## config.mk

```make
export PLATFORM = sky130hd
export DESIGN_NAME = cpsr_flags_unit
export DESIGN_NICKNAME = d
export VERILOG_FILES = /design/src/rtl/cpsr_flags_unit.sv
export SDC_FILE = /design/constraint.sdc
export NUM_CORES = 1
export LEC_CHECK = 0
export BUFFER_PORTS_ARGS = -buffer_cell sky130_fd_sc_hd__buf_2
export CAP_MARGIN = 20
export CORE_MARGIN = 3
export CORE_UTILIZATION = 52
export DETAILED_ROUTE_END_ITERATION = 8
export GPL_ROUTABILITY_DRIVEN = 0
export PLACE_DENSITY = 0.83
export SYNTH_ARGS = -nofsm -noshare
export SYNTH_HDL_FRONTEND = slang
export SYNTH_SLANG_ARGS = --single-unit
```

## constraint.sdc

```tcl
create_clock -name clk -period 2.5 [get_ports clk]
set_input_delay 0.25 -clock clk [delete_from_list [all_inputs] [get_ports clk]]
set_output_delay 0.25 -clock clk [all_outputs]
set_load 0.005 [all_outputs]
```

## src/rtl/cpsr_flags_unit.sv

```systemverilog
// cpsr_flags_unit: architectural NZCV flag register with ALU/shifter merge,
// direct masked (MSR-style) writes and a small save/restore stack used on
// nested exception entry/return.
//
// Flag bit order everywhere is {C,N,V,Z}: [3]=C [2]=N [1]=V [0]=Z.
//
// Build option: define STACK_ERR_STICKY_EN to add the err_clr input and make
// stack_err sticky (set wins over clear). Without it, stack_err is a single
// cycle pulse per error event.
//
// Handshake: there is no valid/ready flow control here. save_en/restore_en
// are single-cycle requests acted on at the next rising edge; a request that
// cannot be honoured (push when full, pop when empty, or both at once) is
// dropped and reported through stack_err.

module cpsr_flags_unit #(
  parameter int         STACK_DEPTH = 4,
  parameter logic [3:0] RESET_FLAGS = 4'b0000
) (
  input  logic                           clk,
  input  logic                           reset,
  input  logic                           cond_pass,
  input  logic                           s_bit,
  input  logic                           op_logical,
  input  logic                           alu_n,
  input  logic                           alu_z,
  input  logic                           alu_c,
  input  logic                           alu_v,
  input  logic                           shift_c,
  input  logic                           msr_we,
  input  logic [3:0]                     msr_mask,
  input  logic [3:0]                     msr_data,
  input  logic                           save_en,
  input  logic                           restore_en,
`ifdef STACK_ERR_STICKY_EN
  input  logic                           err_clr,
`endif
  output logic [3:0]                     Flags,
  output logic [$clog2(STACK_DEPTH):0]   stack_level,
  output logic                           stack_full,
  output logic                           stack_empty,
  output logic                           stack_err,
  output logic                           flags_upd
);

  localparam int IW = $clog2(STACK_DEPTH);
  localparam int LW = IW + 1;
  localparam logic [LW-1:0] FULL_LVL = LW'(STACK_DEPTH);
  localparam logic [LW-1:0] ONE_LVL  = LW'(1);

  logic [3:0]    stack_mem [STACK_DEPTH];
  logic          push_req;
  logic          pop_req;
  logic          do_push;
  logic          do_pop;
  logic          err_evt;
  logic [IW-1:0] push_idx;
  logic [IW-1:0] pop_idx;
  logic [3:0]    flags_nxt;
  logic          flags_wr;

  // Occupancy decode comes straight from the registered level.
  assign stack_full  = (stack_level == FULL_LVL);
  assign stack_empty = (stack_level == '0);

  // The stack grows upward: entry [level] is the next free slot and
  // entry [level-1] is the top.
  assign push_idx = stack_level[IW-1:0];
  assign pop_idx  = IW'(stack_level - ONE_LVL);

  // Classify stack requests: a simultaneous save and restore cancels both.
  always_comb begin
    push_req = save_en & ~restore_en;
    pop_req  = restore_en & ~save_en;
    do_push  = push_req & ~stack_full;
    do_pop   = pop_req & ~stack_empty;
    err_evt  = (save_en & restore_en)
             | (push_req & stack_full)
             | (pop_req & stack_empty);
  end

  // Next flag value: a valid pop beats an MSR write, which beats an ALU update.
  always_comb begin
    flags_nxt = Flags;
    flags_wr  = 1'b0;
    if (do_pop) begin
      flags_nxt = stack_mem[pop_idx];
      flags_wr  = 1'b1;
    end else if (msr_we) begin
      flags_nxt = (msr_mask & msr_data) | (~msr_mask & Flags);
      flags_wr  = 1'b1;
    end else if (s_bit && cond_pass) begin
      if (op_logical) begin
        // Logical ops take carry from the shifter and leave V alone.
        flags_nxt = {shift_c, alu_n, Flags[1], alu_z};
      end else begin
        flags_nxt = {alu_c, alu_n, alu_v, alu_z};
      end
      flags_wr = 1'b1;
    end
  end

  // Flag register and its write-strobe echo.
  always_ff @(posedge clk) begin
    if (reset) begin
      Flags     <= RESET_FLAGS;
      flags_upd <= 1'b0;
    end else begin
      Flags     <= flags_nxt;
      flags_upd <= flags_wr;
    end
  end

  // Stack storage; a push captures the flags as they were before this edge.
  always_ff @(posedge clk) begin
    if (reset) begin
      for (int i = 0; i < STACK_DEPTH; i++) begin
        stack_mem[i] <= 4'b0000;
      end
    end else if (do_push) begin
      stack_mem[push_idx] <= Flags;
    end
  end

  // Stack occupancy counter.
  always_ff @(posedge clk) begin
    if (reset) begin
      stack_level <= '0;
    end else if (do_push) begin
      stack_level <= stack_level + ONE_LVL;
    end else if (do_pop) begin
      stack_level <= stack_level - ONE_LVL;
    end
  end

`ifdef STACK_ERR_STICKY_EN
  // Sticky error flag: a new error in the same cycle as err_clr keeps it set.
  always_ff @(posedge clk) begin
    if (reset) begin
      stack_err <= 1'b0;
    end else begin
      stack_err <= err_evt | (stack_err & ~err_clr);
    end
  end
`else
  // Error flag pulses for one cycle after each offending request.
  always_ff @(posedge clk) begin
    if (reset) begin
      stack_err <= 1'b0;
    end else begin
      stack_err <= err_evt;
    end
  end
`endif

endmodule

```

==> metrics.yaml, run 1 <==
synthSimpleGateAreaFrac_pct: 20.61
synth_seq_cells: 25
core-area_um2: 2297
via_count: 1067
layout_commonest_cell: "buf_2"
ir_worst_vdd_uv: 481.9
slew_violations: 0
ant_nets: 0
yosysSeqAreaShare_pct: 50.38
setup_tns_ns: 0
muxShareOfSynthArea_pct: 8.492
switching_share_pct: 33.48
cp_data_required_time_ns: 2.50
multi_input_area_um2: 575.6
overflow: 0
yosysTopAreaCellShare_pct: 36.64
antenna_found_initial: 0
start_util_pct: 57.08
ctsHoldBuffers: 0
cp_top_family: "simple AND/OR/NAND/NOR gates"
yosysWarningCount: 0
use_met3_pct: 3.712
portBuffers: 31
slowest_delay_ns: 0.43
n_antenna_cell: 0
critPathSlowestCell: "dfxtp_1"
synth_top_family_by_area: "simple AND/OR/NAND/NOR gates"
worst_slew_margin_rel_pct: 71.53
grt_pass1_wl_um: 4767
worstPathCellList: "inv_1 > ha_1 > and2_1 > or2_1 > o21bai_1"
cts.sinks: 25
crit_buf_inv: 1
drive_gt1_share_pct: 30.00
globalRouteMet2Util_pct: 33.22
clock_power_share_pct: 17.5
synthAdderAreaFrac_pct: 2.863
std_cell_rows: 17
status: "complete, no violations"
yosys.area.top_type: "edfxtp_1"
total_power_uw: 1043
hp-class: "in -> reg"
n_fill_cell: 192
routed_via_density: 5.994
worstPathMaxFanout: 10
period_needed_ns: 2.068
internal_power_uw: 693.9
cts_root_buffer: "clkbuf_4"
clkLatencyLatePin_ns: 0.32
fin_nets: 175
cts_resized: 0
grt_pass1_vias: 1019
synth_xor_area_share_pct: 0
cts_made_buffers: 3
htreeDepth: 1
ys_types: 35
worst_pin_slew_ns: 0.4270
postSynthNetCount: 144
busiest_layer: "met2"
cts_setup_buffers: 0
p_switching_uw: 349.3
fp.dieH_um: 56.22
synth_cells: 120
rsz0062_at_grt: "false"
skew_ns: 0.008309
drc: 0
seqPwrFrac_pct: 49.4
synthTopCellsByArea: "edfxtp_1, dfxtp_1, mux4_2, nor4_2, nor2_1"
hpwl_um: 2308
combPwrFrac_pct: 33.2
grt_max_degree: 24
area_growth_pct: 13.93
crit_arrival_ns: 2.07
cts_buffer_depth: 2
ff_latch_area_um2: 660.6
drt-pass1-iter-count: 4
die_x_um: 56.22
avgSynthCellArea_um2: 10.93
track_usage_pct: 20.18
finalCritPeriodShare_pct: 82.74
wl_um: 2875
critPathKind: "reg -> reg"
clk_pin_slew_ns: 0.14
power_density_nw_per_um2: 698.3
final_cell_mix: "buf_2, edfxtp_1, nor2_1"
timing.final.hold_violations: 0
use_met1_pct: 25.00
io-pin-count: 32
drv_cap: 0
dieArea_um2: 3160
leakage_uw: 0.0005987
wl_per_cell_um: 16.15
cts_tree: "done"
synth-compound-area-share_pct: 11.93
synth.cell_area_um2: 1311
cp-start-kind: "flop"
fmax_mhz: 483.4
crit_path_end_kind: "flop"
drt_iter0_markers: 25
setup_violations: 0
==> worst register-to-register path: cells and delay by family, from the launching register on <==
family / cells / cell delay, ns
fa+ha+maj: 1 / 0.21
buf+inv: 1 / 0.12
flops: 1 / 0.43
compound gates: 1 / 0.38
simple gates: 2 / 0.61
==> worst paths after layout <==
check               endpoint      startpoint  cells past startpoint  slack, ns
min                stack_err         save_en                      3       0.19
max          stack_mem[1][1]  stack_level[1]                      5       0.43
min reg2reg             flop            flop                      2       0.53
max reg2reg  stack_mem[1][1]  stack_level[1]                      5       0.43
==> Yosys cell counts <==
master,n
inv_1,8
o21ai_0,5
buf_4,1
nand2_1,8
nor3_1,5
edfxtp_1,16
o21bai_1,1
buf_6,2
o311ai_0,1
clkbuf_1,3
a31oi_1,1
a211o_1,1
nand3_1,6
dfxtp_1,9
ha_1,3
or2_1,2
nor2_1,11
mux4_2,4
a32o_1,2
nor2b_1,2
nor2_2,1
nand2b_1,3
a311oi_1,2
o22ai_1,1
a31o_1,1
inv_2,1
and3_1,1
o211ai_1,1
a22oi_1,1
nor4_2,4
a21oi_1,3
mux2_1,1
mux2i_1,1
and2_1,6
a32oi_1,2
==> per-layer routing <==
metal	wire length [um]	share of wire, %
met1	1053	37
met2	1438	50
met3	293	10
met4	89	3.1
met5	0	0
==> layout make-up <==
type	instances	area share [%]
Tap cell	28	2.345
Clock buffer	4	1.759
Timing Repair Buffer	32	10.89
Multi-Input combinational cell	80	38.53
Inverter	9	2.261
Sequential cell	25	44.22
==> power by group through the flow <==
stage,clock (uW),combinational (uW),sequential [uW]
floorplan,0,230,521
global placement,0,331,521
detailed placement,0,340,524
CTS,177,344,516
global route,197,383,522
finish,182,346,515
==> stage by stage <==
step / setup slack (ns) / hold WS, ns / util (%) / instance area, um^2 / cells
floorplan: 0.4422 / 0.3860 / - / 1311 / 120
global placement: 0.5838 / 0.5130 / 63.89 / 1468 / 174
detailed placement: 0.4908 / 0.5153 / 63.89 / 1468 / 174
CTS: 0.4374 / 0.1996 / 65.03 / 1494 / 178
global route: 0.2339 / 0.2142 / 65.03 / 1494 / 178
finish: 0.4315 / 0.1916 / 65.03 / 1494 / 178
==> cell families (layout without fill, tap and decap cells) <==
family / after synthesis / count (layout)
compound gates: 22 / 22
fa+ha+maj: 3 / 3
buf+inv: 15 / 45
flops: 25 / 25
mux: 6 / 6
simple gates: 49 / 49
Power figures use the tool's default switching activity.
==> run 2: changes to the inputs <==
--- a/config.mk
+++ b/config.mk
@@ -5,13 +5,14 @@
 export SDC_FILE = /design/constraint.sdc
 export NUM_CORES = 1
 export LEC_CHECK = 0
+export ABC_AREA = 1
 export BUFFER_PORTS_ARGS = -buffer_cell sky130_fd_sc_hd__buf_2
 export CAP_MARGIN = 20
 export CORE_MARGIN = 3
-export CORE_UTILIZATION = 52
+export CORE_UTILIZATION = 47
 export DETAILED_ROUTE_END_ITERATION = 8
 export GPL_ROUTABILITY_DRIVEN = 0
-export PLACE_DENSITY = 0.83
+export PLACE_DENSITY = 0.79
 export SYNTH_ARGS = -nofsm -noshare
 export SYNTH_HDL_FRONTEND = slang
 export SYNTH_SLANG_ARGS = --single-unit
==> constraint.sdc (replaced) <==
create_clock -name clk -period 1.9 [get_ports clk]
set_input_delay 0.19 -clock clk [delete_from_list [all_inputs] [get_ports clk]]
set_output_delay 0.19 -clock clk [all_outputs]
set_load 0.005 [all_outputs]
==> run 2 against run 1 <==
  * First-iteration DRC count is 130% higher
  * Clock skew decreased by 0.0041 ns
  * Clock power up 34%
  * Clock-buffer cell count decreased by 1
  * Die area grew 14%
  * Via count grew 16%
  * Utilization decreased by 3.9 points
  * Sequential share of layout area decreased by 2.9 points
  * Area after synthesis rose by 4.3%
  * Worst hold slack worse by 0.10 ns
  * Cell count increased by 32%
==> metrics.yaml, run 2 <==
status: "complete, no violations"
internal_power_uw: 803.5
period_needed_ns: 1.755
worst_slew_margin_rel_pct: 74.89
track_usage_pct: 19.19
setup_violations: 0
n_fill_cell: 241
cts_setup_buffers: 0
wl_um: 3011
hpwl_um: 2430
grt_pass1_wl_um: 5057
power_density_nw_per_um2: 736.3
drt_iter0_markers: 57
combPwrFrac_pct: 25.8
final_cell_mix: "nand2_1, buf_2, nor2_1"
worstPathCellList: "inv_2 > ha_1 > nand2_2 > nand3_4 > nor2_4 > inv_4 > nor2_8 > nand2_4 > nand2_1"
cts_resized: 0
crit_arrival_ns: 1.80
cts_root_buffer: "clkbuf_4"
cts_tree: "done"
core-area_um2: 2613
synth_cells: 169
io-pin-count: 32
synth-async-reset-ratio_pct: 0
yosys.area.top_type: "edfxtp_1"
synth_ff_type: "edfxtp_1"
crit_path_end_kind: "flop"
ant_nets: 0
cts_buffer_depth: 2
p_switching_uw: 372.9
drv_cap: 0
fp.dieH_um: 59.94
drc: 0
cp_data_required_time_ns: 1.95
avgSynthCellArea_um2: 8.092
cts.sinks: 25
portBuffers: 31
drive_gt1_share_pct: 24.88
antenna_found_initial: 0
fin_nets: 230
slowest_delay_ns: 0.37
globalRouteMet2Util_pct: 31.33
grt_pass1_vias: 1184
start_util_pct: 52.35
clk_pin_slew_ns: 0.14
dieArea_um2: 3593
switching_share_pct: 31.69
drt-pass1-iter-count: 4
synth.cell_area_um2: 1368
rsz0062_at_grt: "false"
routed_via_density: 5.289
yosysSeqAreaShare_pct: 48.31
use_met1_pct: 24.22
n_antenna_cell: 0
std_cell_rows: 18
area_growth_pct: 16.83
clkLatencyLatePin_ns: 0.33
worst_pin_slew_ns: 0.3763
leakage_uw: 0.0007844
via_count: 1243
use_met3_pct: 3.888
synthTopCellsByArea: "edfxtp_1, dfxtp_1, nand2_1, nor2_1, nand3_1"
skew_ns: 0.004253
critPathSlowestCell: "dfxtp_1"
cp-start-kind: "flop"
yosysWarningCount: 0
worstPathMaxFanout: 11
setup_tns_ns: 0
ctsHoldBuffers: 0
timing.final.hold_violations: 0
synth_common_cells: "nand2_1, nor2_1, nand3_1, inv_1, edfxtp_1"
postSynthNetCount: 193
clock_power_share_pct: 20.6
wl_per_cell_um: 12.81
fmax_mhz: 569.9
busiest_layer: "met2"
ir_worst_vdd_uv: 603.6
whs_ns: 0.09007
htreeDepth: 1
hp-class: "in -> reg"
grt_max_degree: 15
crit_buf_inv: 2
multi_input_area_um2: 609.3
yosys.cell_count.top_type: "nand2_1"
finalCritPeriodShare_pct: 92.36
slew_violations: 0
synth_seq_cells: 25
yosysTopAreaCellShare_pct: 35.13
synth_edf_count: 16
die_x_um: 59.94
ff_latch_area_um2: 660.6
seqPwrFrac_pct: 53.6
overflow: 0
ys_types: 25
cp_top_family: "simple AND/OR/NAND/NOR gates"
cts_made_buffers: 3
layout_commonest_cell: "nand2_1"
critPathKind: "reg -> reg"
-- run 2: cell count changes in the layout (fill, tap and decap cells not counted), moves of 3 or more --
cell      before  now
and2_1         6    0
nand2b_1       3    0
nor2_1        11   26
nand4_1        0    3
mux4_2         4    0
nor4_2         4    0
inv_1          8   17
buf_4          1    4
nor3_1         5    0
nand3_1        6   19
nand2_1        8   46
-- run 2: routing by layer --
layer,wire length (um),vias to the layer above
li1,-,621
met1,1260,561
met2,1429,54
met3,255,7
met4,66,0
met5,0,-
-- run 2: logic make-up after synthesis --
family                   synth area share, %
AND/OR/NAND/NOR                        35.77
flip-flops                             48.31
buffers and inverters                  7.136
AO/OA/AOI/OAI                          6.039
adder cells (fa/ha/maj)                2.745
-- run 2: worst paths after layout --
path	start	slack, ns	cells past startpoint	end
hold reg to reg	flop	0.62	4	flop
hold / removal	reset	0.09	2	flags_upd
setup / recovery	stack_level[0]	0.15	9	stack_mem[0][1]
setup reg to reg	stack_level[0]	0.15	9	stack_mem[0][1]
-- run 2: area by class of cell --
cell class              count  area share, %
clock buffers               3          1.410
clock inverters             1         0.3132
inverters                  20          4.855
multi-input cells         121          38.14
flip-flops and latches     25          41.35
well taps                  30          2.349
repair buffers             35          11.59
-- run 2: power by group through the flow --
stage                     Sequential (uW)  Clock, uW  Combinational [uW]
after floorplan                       647          0                 188
after global placement                641          0                 293
after detailed placement              643          0                 302
after CTS                             631        243                 304
after global routing                  634        274                 340
final                                 631        243                 303
-- run 2: stage by stage --
step                cell area, um^2  setup WS [ns]  power (uW)  instances  util, %
CTS                            1598         0.1435        1177        235    61.16
finish                         1598         0.1452        1176        235    61.16
detailed placement             1570         0.1663       945.2        231    60.11
global route                   1598        0.03700        1248        235    61.16
global placement               1570         0.2281       934.6        231    60.11
floorplan                      1368         0.1209       834.7        169        -
==> run 3: changes to the inputs <==
--- a/config.mk
+++ b/config.mk
@@ -12,6 +12,7 @@
 export CORE_UTILIZATION = 47
 export DETAILED_ROUTE_END_ITERATION = 8
 export GPL_ROUTABILITY_DRIVEN = 0
+export GPL_TIMING_DRIVEN = 0
 export PLACE_DENSITY = 0.79
 export SYNTH_ARGS = -nofsm -noshare
 export SYNTH_HDL_FRONTEND = slang
==> run 3 against run 2 <==
  * Via count shrank 1.2%
  * Cell count grew 0.43%
  * Sequential share of layout area shrank 0.21 points
  * Largest power group unchanged
  * Total power is essentially flat
  * Critical path type unchanged
  * Sequential power grew 1%
  * Worst hold slack gained 0.028 ns
  * Combinational power is essentially flat
  * Global-route usage grew 0.16 points
  * Clock-buffer cell count is the same
  * Non-clock buffer count grew 1
  * Flip-flop and latch count is the same
  * Critical endpoint is now stack_mem[1][2]
  * Routed wire length shrank 1.3%
==> metrics.yaml, run 3 (synthesis gave the netlist of run 2 again) <==
ir_worst_vdd_uv: 541.8
leakage_uw: 0.0007830
n_antenna_cell: 0
slew_violations: 0
worst_pin_slew_ns: 0.5517
crit_path_end_kind: "flop"
antenna_found_initial: 0
routed_via_density: 5.203
drt-pass1-iter-count: 4
internal_power_uw: 807.9
setup_violations: 0
fin_nets: 231
area_growth_pct: 18.76
seqPwrFrac_pct: 54.3
status: "complete, no violations"
total_power_uw: 1177
final_cell_mix: "nand2_1, buf_2, nor2_1"
dieArea_um2: 3593
grt_pass1_wl_um: 5257
switching_share_pct: 31.36
die_x_um: 59.94
finalCritPeriodShare_pct: 95.29
ctsHoldBuffers: 0
final_core_util_pct: 62.16
wl_per_cell_um: 12.60
grt_pass1_vias: 1158
timing.final.hold_violations: 0
wl_um: 2973
worstPathMaxFanout: 5
layout_commonest_cell: "nand2_1"
hp-class: "in -> reg"
portBuffers: 31
clk_pin_slew_ns: 0.14
drive_gt1_share_pct: 27.18
drc: 0
start_util_pct: 52.35
ant_nets: 0
cp-start-kind: "flop"
clock_power_share_pct: 20.2
track_usage_pct: 19.35
cts_tree: "done"
combPwrFrac_pct: 25.5
fmax_mhz: 552.3
cts_buffer_depth: 2
critPathKind: "reg -> reg"
drt_iter0_markers: 51
drv_cap: 0
via_count: 1228
cts.sinks: 25
grt_max_degree: 16
p_switching_uw: 369.1
hpwl_um: 2387
whs_ns: 0.1177
rsz0062_at_grt: "false"
fp.dieH_um: 59.94
core-area_um2: 2613
crit_arrival_ns: 1.85
worst_slew_margin_rel_pct: 63.22
cts_root_buffer: "clkbuf_4"
skew_ns: 0.006328
overflow: 0
cp_data_required_time_ns: 1.94
cts_made_buffers: 3
power_density_nw_per_um2: 724.7
io-pin-count: 32
htreeDepth: 1
std_cell_rows: 18
period_needed_ns: 1.810
clkLatencyLatePin_ns: 0.32
run 3: layer usage:
layer,vias to the layer above,routed length (um),track usage (%)
met5,-,0,0
met4,0,0,3.797
met3,0,198,5.184
met2,48,1443,31.64
met1,548,1331,25.78
li1,632,-,-
run 3: final timing paths:
path	slack, ns	depth (start not counted)	end	startpoint
setup / recovery	0.09	7	stack_mem[1][2]	stack_level[1]
setup reg to reg	0.09	7	stack_mem[1][2]	stack_level[1]
hold reg to reg	0.61	2	stack_err	stack_level[2]
hold / removal	0.12	2	flags_upd	reset
run 3: worst max-delay path: stages (launching register included):
cell and delay [ns]:
dfxtp_4 0.42, clkinvlp_4 0.11, ha_1 0.23, nand2_2 0.13
nand3_4 0.10, nor2_4 0.13, nand3_1 0.19, nand2_1 0.21
run 3: cell type report:
class	count	area, um^2
Sequential cell	25	668.1
Timing Repair Buffer	33	170.2
Clock buffer	3	22.52
Fill cell	239	988.4
Clock inverter	1	7.507
Multi-Input combinational cell	121	616.8
Buffer	3	20.02
Tap cell	30	37.54
Inverter	20	81.33
run 3: through the flow:
| step | std cells | TNS, ns | setup slack, ns | cell area [um^2] |
|---|---|---|---|---|
| 2_1_floorplan | 169 | 0 | 0.1209 | 1368 |
| 3_3_place_gp | 230 | -0.09199 | -0.02301 | 1560 |
| 3_5_place_dp | 230 | -0.8379 | -0.08557 | 1560 |
| 4_1_cts | 234 | 0 | 0.02367 | 1598 |
| 5_1_grt | 236 | 0 | 0.001813 | 1624 |
| 6_report | 236 | 0 | 0.08952 | 1624 |
run 3: power groups by stage:
stage | Clock, uW | Combinational [uW] | Sequential [uW]
finish | 238 | 300 | 639
global route | 279 | 343 | 643
CTS | 240 | 291 | 638
detailed placement | 0 | 288 | 649
global placement | 0 | 279 | 647
floorplan | 0 | 188 | 647
run 3: repair_timing:
action,in CTS,in global routing
gates resized for setup,3,4
setup endpoints to repair,16,13
pin swaps,0,0
hold endpoints to repair,0,0
setup buffers,0,2
